<file path="src/rtl/iq_upconverter.sv">
// ---------------------------------------------------------------------------
// iq_upconverter
//
// Transmit-side IQ upconverter. Accepts complex baseband samples on an
// AXI-Stream-style input and holds each one for INTERP_RATIO output beats
// (zero-order-hold interpolation). Each beat is mixed with an internal NCO
// and emitted as the real passband sample y = I*cos(ph) - Q*sin(ph), rounded
// back to DATA_WIDTH. The block sits between the TX baseband chain and the
// DAC interface.
//
// Build option:
//   UPCONV_SAT_EN  defined   -> rounded result saturates to the signed range
//                  undefined -> rounded result wraps (MSBs dropped)
//
// Ports:
//   clk_i           clock
//   rst_i           asynchronous active-high reset
//   en_i            block enable; low stalls everything and drops tready_o
//   round_type_i    1 = round half to odd, 0 = round half to even
//   phase_inc_i     NCO increment applied per issued beat
//   phase_offset_i  phase offset added before the LUT lookup
//   tvalid_i        input sample valid
//   tready_o        input sample accepted when tvalid_i & tready_o
//   tdata_i         packed {Q, I}, signed, index 0 = I, index 1 = Q
//   tvalid_o        output beat valid
//   tready_i        downstream ready
//   tdata_o         signed real passband sample
// ---------------------------------------------------------------------------
`timescale 1ns/1ps
`default_nettype none

module iq_upconverter #(
    parameter int IQ_NUM       = 2,
    parameter int DATA_WIDTH   = 16,
    parameter int PHASE_WIDTH  = 14,
    parameter int LUT_AW       = 10,
    parameter int INTERP_RATIO = 4
) (
    input  logic                                 clk_i,
    input  logic                                 rst_i,
    input  logic                                 en_i,
    input  logic                                 round_type_i,
    input  logic [PHASE_WIDTH-1:0]               phase_inc_i,
    input  logic [PHASE_WIDTH-1:0]               phase_offset_i,
    input  logic                                 tvalid_i,
    output logic                                 tready_o,
    input  logic [IQ_NUM-1:0][DATA_WIDTH-1:0]    tdata_i,
    output logic                                 tvalid_o,
    input  logic                                 tready_i,
    output logic signed [DATA_WIDTH-1:0]         tdata_o
);

    localparam int  LUT_N = 2 ** LUT_AW;
    localparam int  CNT_W = (INTERP_RATIO > 1) ? $clog2(INTERP_RATIO) : 1;
    localparam int  PROD_W = 2 * DATA_WIDTH;
    localparam int  SUM_W = 2 * DATA_WIDTH + 1;
    localparam int  RND_W = SUM_W - (DATA_WIDTH - 1);
    localparam real PI = 3.14159265358979323846;

    localparam logic [CNT_W-1:0]      LAST_BEAT = CNT_W'(INTERP_RATIO - 1);
    localparam logic [DATA_WIDTH-2:0] HALF_LSB  = {1'b1, {(DATA_WIDTH-2){1'b0}}};

    // Full cosine table built at elaboration. Only the first quarter wave is
    // evaluated; the rest follows from cos symmetry. Real-to-integer rounding
    // is half away from zero, which is symmetric, so mirrored entries match
    // what a direct evaluation would give.
    function automatic logic [LUT_N*DATA_WIDTH-1:0] build_cos_lut();
        logic [LUT_N*DATA_WIDTH-1:0] lut;
        logic signed [DATA_WIDTH-1:0] v;
        real amp;
        real x;
        lut = '0;
        amp = real'((1 << (DATA_WIDTH - 1)) - 1);
        for (int k = 0; k <= LUT_N / 4; k++) begin
            x = amp * $cos(2.0 * PI * real'(k) / real'(LUT_N));
            v = DATA_WIDTH'($rtoi(x + 0.5));
            lut[k*DATA_WIDTH +: DATA_WIDTH]                         = v;
            lut[((LUT_N - k) % LUT_N)*DATA_WIDTH +: DATA_WIDTH]     = v;
            lut[(LUT_N/2 - k)*DATA_WIDTH +: DATA_WIDTH]             = -v;
            lut[(LUT_N/2 + k)*DATA_WIDTH +: DATA_WIDTH]             = -v;
        end
        return lut;
    endfunction

    localparam logic [LUT_N*DATA_WIDTH-1:0] COS_LUT = build_cos_lut();

    typedef enum logic {
        IDLE,
        HOLD
    } state_t;

    state_t                         state;
    state_t                         next_state;
    logic [CNT_W-1:0]               cnt;
    logic [CNT_W-1:0]               next_cnt;
    logic                           load;
    logic                           issue;
    logic                           ready_c;
    logic                           pipe_en;
    logic signed [DATA_WIDTH-1:0]   hold_i;
    logic signed [DATA_WIDTH-1:0]   hold_q;
    logic [PHASE_WIDTH-1:0]         acc;
    logic [PHASE_WIDTH-1:0]         beat_phase;
    logic [LUT_AW-1:0]              cos_addr;
    logic [LUT_AW-1:0]              sin_addr;

    logic                           s1_valid;
    logic signed [DATA_WIDTH-1:0]   s1_i;
    logic signed [DATA_WIDTH-1:0]   s1_q;
    logic signed [DATA_WIDTH-1:0]   s1_cos;
    logic signed [DATA_WIDTH-1:0]   s1_sin;
    logic                           s2_valid;
    logic signed [PROD_W-1:0]       s2_ic;
    logic signed [PROD_W-1:0]       s2_qs;
    logic                           s3_valid;
    logic signed [SUM_W-1:0]        s3_sum;

    logic signed [RND_W-1:0]        floor_q;
    logic signed [RND_W-1:0]        rounded;
    logic [DATA_WIDTH-2:0]          frac;
    logic                           round_up;
    logic signed [DATA_WIDTH-1:0]   result;

    // The whole chain moves together; the output register only frees up
    // when it is empty or being consumed this cycle.
    assign pipe_en = en_i & (~tvalid_o | tready_i);

    // No skid buffer, so ready is combinational; forced low while in reset.
    assign tready_o = ready_c & ~rst_i;

    // Beat phase and LUT addresses. The sine value is the cosine table read a
    // quarter turn earlier, so a single table serves both products.
    assign beat_phase = acc + phase_offset_i;
    assign cos_addr   = LUT_AW'(beat_phase >> (PHASE_WIDTH - LUT_AW));
    assign sin_addr   = cos_addr - LUT_AW'(LUT_N / 4);

    // Hold FSM: one beat issued per enabled cycle while a sample is held; the
    // next sample is taken on the last beat so bursts stay gapless.
    always_comb begin
        next_state = state;
        next_cnt   = cnt;
        ready_c    = 1'b0;
        load       = 1'b0;
        issue      = 1'b0;
        case (state)
            IDLE: begin
                ready_c = en_i;
                if (en_i && tvalid_i) begin
                    load       = 1'b1;
                    next_state = HOLD;
                    next_cnt   = '0;
                end
            end
            HOLD: begin
                if (pipe_en) begin
                    issue = 1'b1;
                    if (cnt == LAST_BEAT) begin
                        ready_c  = 1'b1;
                        next_cnt = '0;
                        if (tvalid_i) begin
                            load = 1'b1;
                        end else begin
                            next_state = IDLE;
                        end
                    end else begin
                        next_cnt = cnt + CNT_W'(1);
                    end
                end
            end
            default: begin
                next_state = IDLE;
                next_cnt   = '0;
            end
        endcase
    end

    always_ff @(posedge clk_i or posedge rst_i) begin
        if (rst_i) begin
            state  <= IDLE;
            cnt    <= '0;
            hold_i <= '0;
            hold_q <= '0;
            acc    <= '0;
        end else begin
            state <= next_state;
            cnt   <= next_cnt;
            if (load) begin
                hold_i <= tdata_i[0];
                hold_q <= tdata_i[1];
            end
            if (issue) begin
                acc <= acc + phase_inc_i;
            end
        end
    end

    // Rounding: the sum carries DATA_WIDTH-1 fractional bits relative to the
    // output. Exact halves go up only when that makes the result even (or
    // odd, for round_type_i = 1).
    always_comb begin
        floor_q  = s3_sum[SUM_W-1 -: RND_W];
        frac     = s3_sum[DATA_WIDTH-2:0];
        round_up = 1'b0;
        if (frac > HALF_LSB) begin
            round_up = 1'b1;
        end else if (frac == HALF_LSB) begin
            round_up = round_type_i ? ~floor_q[0] : floor_q[0];
        end
        rounded = floor_q + $signed({{(RND_W-1){1'b0}}, round_up});
    end

`ifdef UPCONV_SAT_EN
    localparam logic signed [RND_W-1:0] SAT_HI = RND_W'((1 << (DATA_WIDTH - 1)) - 1);
    localparam logic signed [RND_W-1:0] SAT_LO = RND_W'(-(1 << (DATA_WIDTH - 1)));

    always_comb begin
        if (rounded > SAT_HI) begin
            result = DATA_WIDTH'(SAT_HI);
        end else if (rounded < SAT_LO) begin
            result = DATA_WIDTH'(SAT_LO);
        end else begin
            result = DATA_WIDTH'(rounded);
        end
    end
`else
    // Wrapping output: the MSBs above DATA_WIDTH are deliberately discarded.
    logic unused_wrap_bits;
    assign unused_wrap_bits = ^rounded[RND_W-1:DATA_WIDTH];
    assign result = rounded[DATA_WIDTH-1:0];
`endif

    // Four-stage datapath: LUT read, products, difference, round/output.
    // Every register holds while pipe_en is low, which also keeps tdata_o
    // stable while downstream is not ready.
    always_ff @(posedge clk_i or posedge rst_i) begin
        if (rst_i) begin
            s1_valid <= 1'b0;
            s1_i     <= '0;
            s1_q     <= '0;
            s1_cos   <= '0;
            s1_sin   <= '0;
            s2_valid <= 1'b0;
            s2_ic    <= '0;
            s2_qs    <= '0;
            s3_valid <= 1'b0;
            s3_sum   <= '0;
            tvalid_o <= 1'b0;
            tdata_o  <= '0;
        end else if (pipe_en) begin
            s1_valid <= issue;
            s1_i     <= hold_i;
            s1_q     <= hold_q;
            s1_cos   <= COS_LUT[int'(cos_addr)*DATA_WIDTH +: DATA_WIDTH];
            s1_sin   <= COS_LUT[int'(sin_addr)*DATA_WIDTH +: DATA_WIDTH];
            s2_valid <= s1_valid;
            s2_ic    <= s1_i * s1_cos;
            s2_qs    <= s1_q * s1_sin;
            s3_valid <= s2_valid;
            s3_sum   <= $signed({s2_ic[PROD_W-1], s2_ic}) - $signed({s2_qs[PROD_W-1], s2_qs});
            tvalid_o <= s3_valid;
            if (s3_valid) begin
                tdata_o <= result;
            end
        end
    end

endmodule

`default_nettype wire
</file>
<file path="config.mk">
export PLATFORM = sky130hd
export DESIGN_NAME = iq_upconverter
export DESIGN_NICKNAME = d
export VERILOG_FILES = /design/src/rtl/iq_upconverter.sv
export SDC_FILE = /design/constraint.sdc
export NUM_CORES = 2
export LEC_CHECK = 0
export ABC_AREA = 1
export BUFFER_PORTS_ARGS = -buffer_cell sky130_fd_sc_hd__buf_2
export CORE_MARGIN = 4
export CORE_UTILIZATION = 30
export DETAILED_ROUTE_END_ITERATION = 6
export HOLD_SLACK_MARGIN = 0.15
export MAX_ROUTING_LAYER = met4
export PLACE_DENSITY = 0.49
export SYNTH_ARGS = -nofsm -noshare
export SYNTH_HDL_FRONTEND = slang
export SYNTH_SLANG_ARGS = --single-unit
</file>
<file path="constraint.sdc">
create_clock -name clk_i -period 12.4 [get_ports clk_i]
set_input_delay 0 -clock clk_i [delete_from_list [all_inputs] [get_ports clk_i]]
set_output_delay 0 -clock clk_i [all_outputs]
set_load 0.01 [all_outputs]
</file>
==> impl_metrics.py <==
metrics = {
    "outcome": {
        "outcome": "finished clean",
    },
    "sta": {
        "rsz0062_at_grt": "no",
        "timing.final.hold_violations": 0,
        "min_period_over_period": 0.550,
        "maxSlewViolCount": 0,
        "worst_pin_slew_ns": 1.46,
        "setup_failing_eps_final": 0,
        "maxSlewHeadroom": 0.0172,
        "final.hold.worst_slack_ns": 0.177,
        "timing.clock.skew_ns": 0.0290,
        "max_freq_ghz": 0.147,
        "tns_ns": 0,
        "final_period_minus_worst_setup_slack_ns": 6.83,
    },
    "synthesis": {
        "async_reset_ff_frac": 1.00,
        "synth_top_area_frac": 0.242,
        "yosys.cell_types.count": 56,
        "yosys_most_used_dff": "sky130_fd_sc_hd__dfrtp_1",
        "synth-seq-cells": 226,
        "seq_area_frac_synth": 0.133,
        "post_syn_nets": 7291,
        "synth_common_cells": "sky130_fd_sc_hd__nand2_1 (2,204), sky130_fd_sc_hd__inv_1 (1,111), sky130_fd_sc_hd__nand3_1 (542)",
        "yosysWarnings": 0,
        "mappedNetlistArea_sq_um": 42600,
        "synth_edf_count": 0,
        "postSynthCellCount": 6468,
        "postSynthAreaPerCell_sq_um": 6.59,
        "synthTopCellsByArea": "sky130_fd_sc_hd__fa_1 (24%), sky130_fd_sc_hd__nand2_1 (19%), sky130_fd_sc_hd__dfrtp_1 (13%)",
        "synth.most_common_cell": "sky130_fd_sc_hd__nand2_1",
        "largest_area_contributor_in_the_synthesized_netlist": "sky130_fd_sc_hd__fa_1",
    },
    "routing": {
        "detail_route.wirelength_um": 225000,
        "vias": 44381,
        "detail_route.iter0.violations": 5119,
        "post_drt_wl_per_cell_um": 27.0,
        "vias_per_cell": 5.32,
        "drtAntennaViolNets": 0,
        "detailedRoute.firstPassIterationCount": 7,
        "drcViolationCount": 0,
    },
    "clock_network": {
        "clk_transition_reported_paths_ns": 0.07,
        "cts_tree": "yes",
        "worst_skew_pair.late_latency_ns": 0.62,
        "max-clock-path-buffers": 3,
        "cts.sink_count": 226,
        "htreeDepth": 1,
        "cts-root-buf": "sky130_fd_sc_hd__clkbuf_16",
        "cts_inserted_buffers": 29,
    },
    "floorplanning": {
        "initial_utilization": 0.302,
        "fp.coreArea_sq_um": 141000,
        "ios": 84,
        "die-width_um": 385,
        "design.die.area_sq_um": 148000,
        "die_height_um": 385,
        "placement_rows": 138,
    },
    "grt": {
        "aggregate_global_route_resource_usage": 0.311,
        "grt_max_degree": 101,
        "antenna_violations_before_repair": 17,
        "grt-ovfl-total": 0,
        "grt_pass1_wl_um": 324000,
        "grt_pass1_vias": 44054,
    },
    "finish": {
        "nets": 7230,
        "n_fill_cell": 15865,
        "post_route_cells_drive_above_1_share": 0.0538,
        "post-route-util": 0.329,
        "final_instance_count_excl_fillers": 8341,
        "multiInputGateArea_sq_um": 31300,
        "storage_element_area_sq_um": 5660,
        "area_overhead_vs_synth_pct": 8.99,
    },
    "job": {
        "max-cap-violations": 0,
    },
    "place": {
        "hpwl_reported_at_the_end_of_detailed_placement_um": 173000,
        "buffer_ports.inserted": 83,
        "post_place_cells": 8187,
        "place_congestion": 1.05,
    },
    "setup_path": {
        "worstSetupPathType": "flop to flop",
        "type_of_origin_of_the_critical_path": "flop",
        "r2r_setup_slack_ns": 5.57,
        "setup.worst_path.start": "s1_i[15]",
        "stage_delay_of_the_slowest_cell_on_the_critical_path_ns": 0.74,
        "cp_cell_sequence": "nand2_1 > inv_1 > fa_1 > inv_1 > fa_1 > inv_1 > fa_1 > fa_1 > fa_1 > fa_1 > ha_1 > nand2_1 > nor4_1 > nand4_1 > nand3_1 > nand3_1 > nand2_1 > a31oi_1 > xor2_1 > o21ai_0",
        "worst_path_required_ns": 12.87,
        "worstReg2RegStart": "s1_i[15]",
        "cell_at_the_slowest_stage_of_the_critical_path": "sky130_fd_sc_hd__fa_1",
        "worstPathArrival_ns": 7.29,
        "worstSetupEndpointType": "flop",
        "path_max_fanout": 17,
        "timing.critical_path.mode_cell": "sky130_fd_sc_hd__fa_1",
    },
    "min_path": {
        "worst_hold_path_type": "input pin to flop",
        "hold_path_startpoint": "tdata_i[24]",
    },
}
==> metal layers <==
layer / GRT usage / up-vias / share of wire
met2: 0.436 / 2284 / 0.41
li1: - / 19662 / -
met5: - / - / 0
met4: 0.108 / 0 / 0.045
met1: 0.429 / 21953 / 0.45
met3: 0.0833 / 482 / 0.10
==> through the flow <==
step | setup WS, ns | cell area, sq um
6_report | 5.57 | 46400
3_5_place_dp | 5.75 | 44600
4_1_cts | 5.71 | 46400
5_1_grt | 5.19 | 46400
2_1_floorplan | 6.21 | 42600
3_3_place_gp | 5.76 | 44600
==> placed cells by master (no fill, tap or decap), types with 21 or more instances in the layout <==
master and n:
sky130_fd_sc_hd__nand2_1 2199, sky130_fd_sc_hd__dlygate4sd3_1 79, sky130_fd_sc_hd__xor2_1 46, sky130_fd_sc_hd__mux2_2 21, sky130_fd_sc_hd__inv_1 1106, sky130_fd_sc_hd__or2_2 37
sky130_fd_sc_hd__clkbuf_16 29, sky130_fd_sc_hd__diode_2 23, sky130_fd_sc_hd__a31oi_1 22, sky130_fd_sc_hd__fa_1 514, sky130_fd_sc_hd__dfrtp_1 226, sky130_fd_sc_hd__nand3_1 542
sky130_fd_sc_hd__buf_4 88, sky130_fd_sc_hd__a21oi_1 203, sky130_fd_sc_hd__nand4_1 44, sky130_fd_sc_hd__xnor2_1 40, sky130_fd_sc_hd__nor2_1 368, sky130_fd_sc_hd__buf_2 83
sky130_fd_sc_hd__o21ai_0 316, sky130_fd_sc_hd__ha_1 243
==> kinds of logic (layout without fill, tap and decap cells) <==
family / count (synthesis) / count (layout) / share of synthesized area
and+or+nand+nor: 3276 / 3276 / 0.315
buffers and inverters: 1461 / 1421 / 0.135
adders and majority gates: 757 / 757 / 0.313
AOI/OAI and AO/OA: 638 / 638 / 0.0803
DFF: 226 / 226 / 0.133
xor gates and xnor gates: 89 / 89 / 0.0188
muxes: 21 / 21 / 0.00555
other: 0 / 23 / 0
==> worst max-delay path, delay by kind of cell (launching register included) <==
family	cells	cell delay, ns
fa+ha+maj	7	3.66
simple gates	7	1.48
flops	1	0.62
buf+inv	3	0.49
compound gates	2	0.20
xor+xnor	1	0.20
==> repair_timing <==
item | in CTS | in global routing
resized for setup | 0 | 0
endpoints found under the setup margin | 0 | 0
endpoints found under the hold margin | 168 | 0
buffers inserted | 0 | 0
hold buffers | 79 | 0
==> final timing paths <==
kind | end | depth (start not counted)
worst max-delay path | s2_ic[27] | 20
worst min-delay path | hold_q[8] | 4
worst max register to register | s2_ic[27] | 20
worst min register to register | s1_i[12] | 2
max in group asynchronous | s2_ic[6] | 5
min in group asynchronous | hold_q[14] | 4
==> sequential cells by signal (all words and copies together) (netlist names) <==
| register | count |
|---|---|
| s2_ic | 31 |
| s2_qs | 31 |
| s3_sum | 31 |
| hold_i | 16 |
| hold_q | 16 |
| s1_cos | 16 |
| s1_i | 16 |
| s1_q | 16 |
| s1_sin | 16 |
| tdata_o | 16 |
| acc | 14 |
| cnt | 2 |
| s1_valid | 1 |
| s2_valid | 1 |
| s3_valid | 1 |
| state | 1 |
| tvalid_o | 1 |
==> area by class of cell <==
class / count / area share
clock buffers: 34 / 0.0165
inverters: 1118 / 0.0907
well taps: 1890 / 0.0509
flip-flops and latches: 226 / 0.122
repair buffers: 251 / 0.0406
diodes: 23 / 0.00124
multi-input cells: 4781 / 0.674
clock inverters: 18 / 0.00437
Power is not shown: default switching activity piles up to over one toggle a cycle in this logic, so the estimate is an artifact.
